$ cat src/rtl/ps2_led_ctrl.sv
`default_nettype none
// +----------------------------------------------------------------------------+
// | Module     : ps2_led_ctrl                                                  |
// | Description: Drives the PS/2 "set LEDs" (ED + argument) exchange with ACK  |
// |              timeout, bounded retries and a sticky error flag.             |
// | Revision   : 1.0 - initial release                                         |
// +----------------------------------------------------------------------------+
module ps2_led_ctrl #(
    parameter int TIMEOUT = 2500000,
    parameter int MAX_TRY = 3
) (
    input  logic       CLOCK,
    input  logic       RST_n,
    input  logic [7:0] iRxData,
    input  logic       iRxTrig,
    input  logic [2:0] iLed,
    input  logic       iTxDone,
    output logic       oTxReq,
    output logic [7:0] oTxData,
    output logic       oBusy,
    output logic       oErr,
    output logic [2:0] oLed
);

    localparam logic [2:0] c_st_idle      = 3'd0;
    localparam logic [2:0] c_st_send_cmd  = 3'd1;
    localparam logic [2:0] c_st_wait_txc  = 3'd2;
    localparam logic [2:0] c_st_wait_ack1 = 3'd3;
    localparam logic [2:0] c_st_send_arg  = 3'd4;
    localparam logic [2:0] c_st_wait_txa  = 3'd5;
    localparam logic [2:0] c_st_wait_ack2 = 3'd6;

    localparam logic [7:0] c_cmd_set_led = 8'hED;
    localparam logic [7:0] c_kbd_ack     = 8'hFA;
    localparam logic [7:0] c_kbd_resend  = 8'hFE;

    // An FA on the last command attempt still lets the argument go out, so the
    // counter must hold MAX_TRY+1 without wrapping.
    localparam int                 c_try_w    = $clog2(MAX_TRY + 2);
    localparam logic [c_try_w-1:0] c_max_try  = c_try_w'(MAX_TRY);
    localparam logic [c_try_w-1:0] c_try_one  = c_try_w'(1);
    localparam logic [21:0]        c_tmo_last = 22'(TIMEOUT - 1);

    logic [2:0]         r_state_q,    w_state_d;
    logic [2:0]         r_led_q,      w_led_d;
    logic [c_try_w-1:0] r_try_q,      w_try_d;
    logic [21:0]        r_timer_q,    w_timer_d;
    logic               r_tx_req_q,   w_tx_req_d;
    logic [7:0]         r_tx_data_q,  w_tx_data_d;
    logic               r_err_q,      w_err_d;
    logic [2:0]         r_oled_q,     w_oled_d;
    logic [2:0]         r_fail_led_q, w_fail_led_d;
    logic               r_fail_vld_q, w_fail_vld_d;

    logic w_rx_ack;
    logic w_rx_nak;
    logic w_timeout;
    logic w_out_of_tries;
    logic w_in_wait;
    logic w_start;

    always_comb begin
        w_rx_ack       = iRxTrig && (iRxData == c_kbd_ack);
        w_rx_nak       = iRxTrig && (iRxData == c_kbd_resend);
        w_timeout      = (r_timer_q == c_tmo_last);
        w_out_of_tries = (r_try_q >= c_max_try);
        w_in_wait      = (r_state_q == c_st_wait_txc)  || (r_state_q == c_st_wait_ack1) ||
                         (r_state_q == c_st_wait_txa)  || (r_state_q == c_st_wait_ack2);
        w_start        = (iLed != r_oled_q) && !(r_fail_vld_q && (iLed == r_fail_led_q));
    end

    always_comb begin
        w_state_d    = r_state_q;
        w_led_d      = r_led_q;
        w_try_d      = r_try_q;
        w_tx_req_d   = 1'b0;
        w_tx_data_d  = r_tx_data_q;
        w_err_d      = r_err_q;
        w_oled_d     = r_oled_q;
        w_fail_led_d = r_fail_led_q;
        w_fail_vld_d = r_fail_vld_q;

        case (r_state_q)
            c_st_idle: begin
                if (w_start) begin
                    w_led_d   = iLed;
                    w_try_d   = '0;
                    w_state_d = c_st_send_cmd;
                end
            end
            c_st_send_cmd: begin
                w_tx_req_d  = 1'b1;
                w_tx_data_d = c_cmd_set_led;
                w_try_d     = r_try_q + c_try_one;
                w_state_d   = c_st_wait_txc;
            end
            c_st_wait_txc: begin
                if (iTxDone) begin
                    w_state_d = c_st_wait_ack1;
                end
            end
            c_st_wait_ack1: begin
                // A received byte wins over a coincident timeout.
                if (w_rx_ack) begin
                    w_state_d = c_st_send_arg;
                end else if (w_rx_nak || w_timeout) begin
                    if (w_out_of_tries) begin
                        w_err_d      = 1'b1;
                        w_fail_led_d = r_led_q;
                        w_fail_vld_d = 1'b1;
                        w_state_d    = c_st_idle;
                    end else begin
                        w_state_d = c_st_send_cmd;
                    end
                end
            end
            c_st_send_arg: begin
                w_tx_req_d  = 1'b1;
                w_tx_data_d = {5'b00000, r_led_q};
                w_try_d     = r_try_q + c_try_one;
                w_state_d   = c_st_wait_txa;
            end
            c_st_wait_txa: begin
                if (iTxDone) begin
                    w_state_d = c_st_wait_ack2;
                end
            end
            c_st_wait_ack2: begin
                if (w_rx_ack) begin
                    w_oled_d     = r_led_q;
                    w_err_d      = 1'b0;
                    w_fail_led_d = 3'b000;
                    w_fail_vld_d = 1'b0;
                    w_state_d    = c_st_idle;
                end else if (w_rx_nak || w_timeout) begin
                    if (w_out_of_tries) begin
                        w_err_d      = 1'b1;
                        w_fail_led_d = r_led_q;
                        w_fail_vld_d = 1'b1;
                        w_state_d    = c_st_idle;
                    end else begin
                        w_state_d = c_st_send_arg;
                    end
                end
            end
            default: begin
                w_state_d = c_st_idle;
            end
        endcase
    end

    // Timer restarts on every state change and parks at the limit otherwise.
    always_comb begin
        w_timer_d = r_timer_q;
        if (w_state_d != r_state_q) begin
            w_timer_d = '0;
        end else if (w_in_wait && !w_timeout) begin
            w_timer_d = r_timer_q + 22'd1;
        end
    end

    always_ff @(posedge CLOCK or negedge RST_n) begin
        if (!RST_n) begin
            r_state_q    <= c_st_idle;
            r_led_q      <= 3'b000;
            r_try_q      <= '0;
            r_timer_q    <= '0;
            r_tx_req_q   <= 1'b0;
            r_tx_data_q  <= 8'h00;
            r_err_q      <= 1'b0;
            r_oled_q     <= 3'b000;
            r_fail_led_q <= 3'b000;
            r_fail_vld_q <= 1'b0;
        end else begin
            r_state_q    <= w_state_d;
            r_led_q      <= w_led_d;
            r_try_q      <= w_try_d;
            r_timer_q    <= w_timer_d;
            r_tx_req_q   <= w_tx_req_d;
            r_tx_data_q  <= w_tx_data_d;
            r_err_q      <= w_err_d;
            r_oled_q     <= w_oled_d;
            r_fail_led_q <= w_fail_led_d;
            r_fail_vld_q <= w_fail_vld_d;
        end
    end

    assign oTxReq  = r_tx_req_q;
    assign oTxData = r_tx_data_q;
    assign oBusy   = (r_state_q != c_st_idle);
    assign oErr    = r_err_q;
    assign oLed    = r_oled_q;

endmodule
`default_nettype wire

$ cat config.mk
export PLATFORM = sky130hd
export DESIGN_NAME = ps2_led_ctrl
export DESIGN_NICKNAME = d
export VERILOG_FILES = /design/src/rtl/ps2_led_ctrl.sv
export SDC_FILE = /design/constraint.sdc
export NUM_CORES = 1
export LEC_CHECK = 0
export ABC_AREA = 1
export CAP_MARGIN = 20
export CORE_MARGIN = 2
export CORE_UTILIZATION = 56
export CTS_CLUSTER_DIAMETER = 120
export DETAILED_ROUTE_END_ITERATION = 10
export PLACE_DENSITY_LB_ADDON = 0.15
export SKIP_CTS_REPAIR_TIMING = 1
export SLEW_MARGIN = 10
export SYNTH_ARGS = -nofsm -noshare
export SYNTH_HDL_FRONTEND = slang
export SYNTH_SLANG_ARGS = --single-unit
export TNS_END_PERCENT = 1
$ cat constraint.sdc
create_clock -name CLOCK -period 2 [get_ports CLOCK]
set_input_delay 0.4 -clock CLOCK [delete_from_list [all_inputs] [get_ports CLOCK]]
set_output_delay 0.4 -clock CLOCK [all_outputs]
set_load 0.005 [all_outputs]
# ---- After elaboration in Yosys (flattened, before gate mapping)
# Index checks and enable logic that the tools add are counted.
# Widths: inputs -> output; s select.
dict set report classes {
  add_sub_neg 2
  n_mul 0
  n_div 0
  n_lt_le_gt_ge 1
  eq_ne 14
  shift 0
  muxes 31
  n_bitwise 0
  n_reduce_logical 22
}
# op count
set op_table {}
lappend op_table {{$mux 22} 2}
lappend op_table {{$mux 3} 13}
lappend op_table {{$add 22x1->22 const B} 1}
lappend op_table {{$eq 22x22->1 const B} 1}
lappend op_table {{$pmux 3 s7} 1}
lappend op_table {{$eq 8x8->1 const B} 2}
lappend op_table {{$pmux 8 s2} 1}
lappend op_table {{$pmux 3 s2} 2}
lappend op_table {{$mux 1} 10}
lappend op_table {{$eq 3x3->1 const B} 3}
lappend op_table {{$reduce_and 2->1} 4}
lappend op_table {{$reduce_bool 2->1} 4}
lappend op_table {{$eq 3x2->1 const B} 2}
lappend op_table {{$ne 3x3->1} 2}
lappend op_table {{$logic_and 1x1->1} 5}
lappend op_table {{$logic_or 1x1->1} 4}
lappend op_table {{$ne 2x2->1 const B} 2}
lappend op_table {{$pmux 1 s2} 2}
lappend op_table {{$add 3x1->3 const B} 1}
lappend op_table {{$eq 3x1->1 const B} 1}
lappend op_table {{$eq 3x3->1} 1}
lappend op_table {{$ge 3x2->1 const B} 1}
lappend op_table {{$logic_not 3->1} 1}
lappend op_table {{$reduce_bool 3->1} 1}
lappend op_table {{other kinds (2)} 3}
dict set report totals {
  regBits 48
  latch_bits 0
  ramBits 0
  romBits 0
  wordCells 80
  n_memories 0
}

# ---- Longest topological paths before layout
dict set report logic_depth {
  word_depth 8
  mapped_depth 13
  ltp_nobuf 12
}

# ---- Worst setup path after synthesis
# No wires, ideal clock.
dict set report synth_timing {
  path_kind {register to register}
  from {reg r_timer_q[0]}
  to {reg r_timer_q[12]}
  arrival_ns 1.468
  required_time_ns 1.879
  setup_slack_ns 0.411
  path_stages_with_launch 12
  path_buffers 1
  period_less_slack_ns 1.589
  cell_sequence {dfrtp_1 -> ha_1 -> nand3_1 -> nor2_2 -> nand3_2 -> nand2_2 -> nand2_1 -> nand2_1 -> nand3_1 -> nand3_4 -> buf_6 -> nor2_2}
}
dict set report synth_via {
  elab_chain_cells 7
  elab_cells_between_ends 14
}
# element line
set synth_lines {}
lappend synth_lines {{start: declaration} 47} ;# logic [21:0] r_timer_q, w_timer_d;
lappend synth_lines {{start signal: assignment} 178} ;# r_timer_q <= w_timer_d;
lappend synth_lines {{$eq 22x22->1} 65} ;# w_timeout = (r_timer_q == c_tmo_last);
lappend synth_lines {{$logic_or 1x1->1} {106, 135}}
lappend synth_lines {{$mux 3, on equally long branches} {135, 106}}
lappend synth_lines {{$mux 3, on equally long branches} {129, 104}}
lappend synth_lines {{$pmux 3 s7} 83} ;# case (r_state_q)
lappend synth_lines {{$ne 3x3->1} 155} ;# if (w_state_d != r_state_q) begin
lappend synth_lines {{$mux 22 or $reduce_bool 2->1 (tied branches)} n/a}
# Several ways; a longest one is shown, not always the timed one. The select of a mux whose other input is x is not followed.
# A chain may end at the register's enable or synchronous reset.

# ---- Final worst setup path
dict set report layout_timing {
  from {reg r_state_q[2]}
  to {out oBusy}
}
dict set report layout_via {
  elab_chain_cells 1
}
# element line
set layout_lines {}
lappend layout_lines {{start: declaration} 44} ;# logic [2:0] r_state_q, w_state_d;
lappend layout_lines {{start signal: assignment} 164} ;# r_state_q <= c_st_idle;
lappend layout_lines {{start signal: assignment} 175} ;# r_state_q <= w_state_d;
lappend layout_lines {{$reduce_bool 3->1} 190} ;# assign oBusy = (r_state_q != c_st_idle);
lappend layout_lines {{end: declaration} 20} ;# output logic oBusy,
# No other way between the ends.

==> flow_metrics.tcl <==
set metrics [dict create \
    crit_path_max_incr_delay_ns 0.48 \
    grt.overflow.total 0 \
    routed_wl_mm 5.28 \
    finalMaxSlewViolations 0 \
    syn_inst 328 \
    synth_area_sq_mm 0.00257 \
    drive_above_1_share_pct 16.9 \
    gp_congestion 0.838 \
    grt_max_degree 31 \
    wl_per_cell_um 12.6 \
    io_pins 29 \
    mostFrequentLayoutCells "76 x nand2_1, 43 x dfrtp_1, 41 x nor2_1" \
    leakage_nw 1.39 \
    setup-violations-final 0 \
    synth_seq_area_share_pct 42.9 \
    yosys_warnings 0 \
    clk_pin_slew_worst_paths_ns 0.09 \
    power_density_mw_per_mm2 1030 \
    core_area_sq_mm 0.00438 \
    layout_commonest_cell "nand2_1" \
    placed_area_sq_mm 0.00293 \
    ys_types 30 \
    slowest_stage "dfrtp_1" \
    status "completed" \
    cts_root_buf "clkbuf_8" \
    cts_tree "built" \
    maxCapViolCount 0 \
    path_class "reg2out" \
    antenna_cells 0 \
    initial_core_util_pct 58.6 \
    required_ns 1.60 \
    area_growth_pct 19.4 \
    drc 0 \
    final.period_utilization_pct 96.6 \
    peakVddDrop_v 0.000935 \
    fp.dieW_um 71.7 \
    hp-class "in2async" \
    cts_buffers 5 \
    placed_cells 410 \
    dp_hpwl_mm 3.92 \
    vias 2130 \
    path_max_fanout 5 \
    antenna_left 0 \
    finalHoldViolCount 0 \
    synth.top_cell.area_share_pct 42.9 \
    clock_path_buffers 2 \
    fmax_ghz 0.518 \
    endpoint_kind "output port" \
    dr.pass1.iters 4 \
    worstSetupStartpointType "register" \
    via_per_inst 5.10 \
    grt_usage_pct 23.1 \
    syn_area_per_cell_sq_um 7.83 \
    cp.arrival_ns 1.53 \
    synth_seq_cells 44 \
    rows 24 \
    layout_min_cycle_time_ns 1.93 \
    first_iter_violations 101 \
    worst_pin_slew_ns 0.653 \
    synthTopCellsByArea "dfrtp_1 43%, nand2_1 11%, nor2_1 6.1%" \
    worstPathCellList "nor3_4, inv_1, clkdlybuf4s50_1" \
    clkSinkCount 44 \
    clk_latency_ns 0.30 \
    final_cell_area_sq_mm 0.00307 \
    grt_pass1_vias 2132 \
    finalClockSkew_ns 0.00916 \
    final_cells 418 \
    fp.dieH_um 71.7 \
    fin_nets 383 \
    portBuffers 27 \
    grt_pass1_wl_mm 9.39 \
    die_area_sq_mm 0.00514 \
    htree_levels 2 \
    antenna_found_initial 0 \
    slew_headroom_pct 56.4 \
    yosysTopAreaCell "dfrtp_1" \
    syn_nets 346 \
]
## state kept, by name, indices dropped and copies added, names as in the netlist
signal	flops
r_fail_vld_q	1
r_fail_led_q	3
oLed	3
r_try_q	3
r_state_q	3
r_timer_q	22
oTxData	4
oTxReq	1
r_led_q	3
oErr	1
## routing by layer
metal,vias up,wire length [um],track usage [%]
met5,-,0,0
met4,0,66,8.81
met3,7,188,4.08
met2,48,2670,39.7
met1,989,2350,29.1
li1,1086,-,-
## cell type report
class,instances,area [sq um]
tap,52,65.1
sequential,44,1100
inverter,43,161
fill,360,1320
multi-input combinational,232,1240
clock buffer,5,68.8
timing repair buffer,39,380
clock inverter,3,42.5
## path summary, 6_finish.rpt
path                               from       endpoint  slack, ns  depth (start not counted)
hold reg to reg              oTxData[1]     oTxData[1]       0.50                          2
min in group CLOCK           oTxData[1]     oTxData[1]       0.50                          2
hold / removal                    RST_n  r_timer_q[20]       0.12                          1
max in group asynchronous         RST_n   r_state_q[0]       1.30                          2
setup reg to reg           r_timer_q[0]   r_timer_q[8]       0.19                         11
setup / recovery           r_state_q[2]          oBusy       0.07                          3
## cell families (layout without fill, tap and decap cells)
| logic type | Yosys count | count (layout) | share of synthesized area, % |
|---|---|---|---|
| compound gates | 23 | 23 | 5.26 |
| xor+xnor | 22 | 22 | 7.51 |
| fa+ha+maj | 3 | 3 | 1.46 |
| buf+inv | 52 | 90 | 9.36 |
| flops | 44 | 44 | 42.9 |
| mux | 1 | 1 | 0.390 |
| other cells | 1 | 1 | 0.146 |
| simple gates | 182 | 182 | 33.0 |
## Yosys cell counts, drive strengths merged
cell type,instances
ha,3
conb,1
nand2,80
dfrtp,44
mux2i,1
nor2,66
o31ai,1
nand4,3
nor3,7
o22a,2
a21oi,4
a31oi,1
nand3b,1
o22ai,1
buf,9
xnor2,8
nand3,25
a211oi,3
o21ai,11
inv,43
xor2,14
## report_power, final
part / total, mW / internal (mW) / switching (mW)
combinational: 1.34 / 0.544 / 0.798
sequential: 1.13 / 0.997 / 0.129
clock: 0.686 / 0.370 / 0.317
## worst max-delay path, delay by kind of cell, from the launching register on
kind / cells / cell delay (ns)
buffers and inverters: 2 / 0.50
AND/OR/NAND/NOR: 1 / 0.25
flip-flops: 1 / 0.48
## metrics by stage
stage	util, %	power (mW)	setup TNS (ns)	hold slack (ns)	setup WS (ns)
6_report	69.9	3.15	0	0.122	0.0678
3_3_place_gp	66.9	2.43	-1.44	0.460	-0.0749
3_5_place_dp	66.9	2.47	-2.63	0.473	-0.171
4_1_cts	69.5	3.15	-0.0633	0.146	-0.0633
2_1_floorplan	-	2.04	0	0.104	0.411
5_1_grt	69.9	3.37	-0.0115	0.165	-0.0115
(Power assumes the default switching activity.)
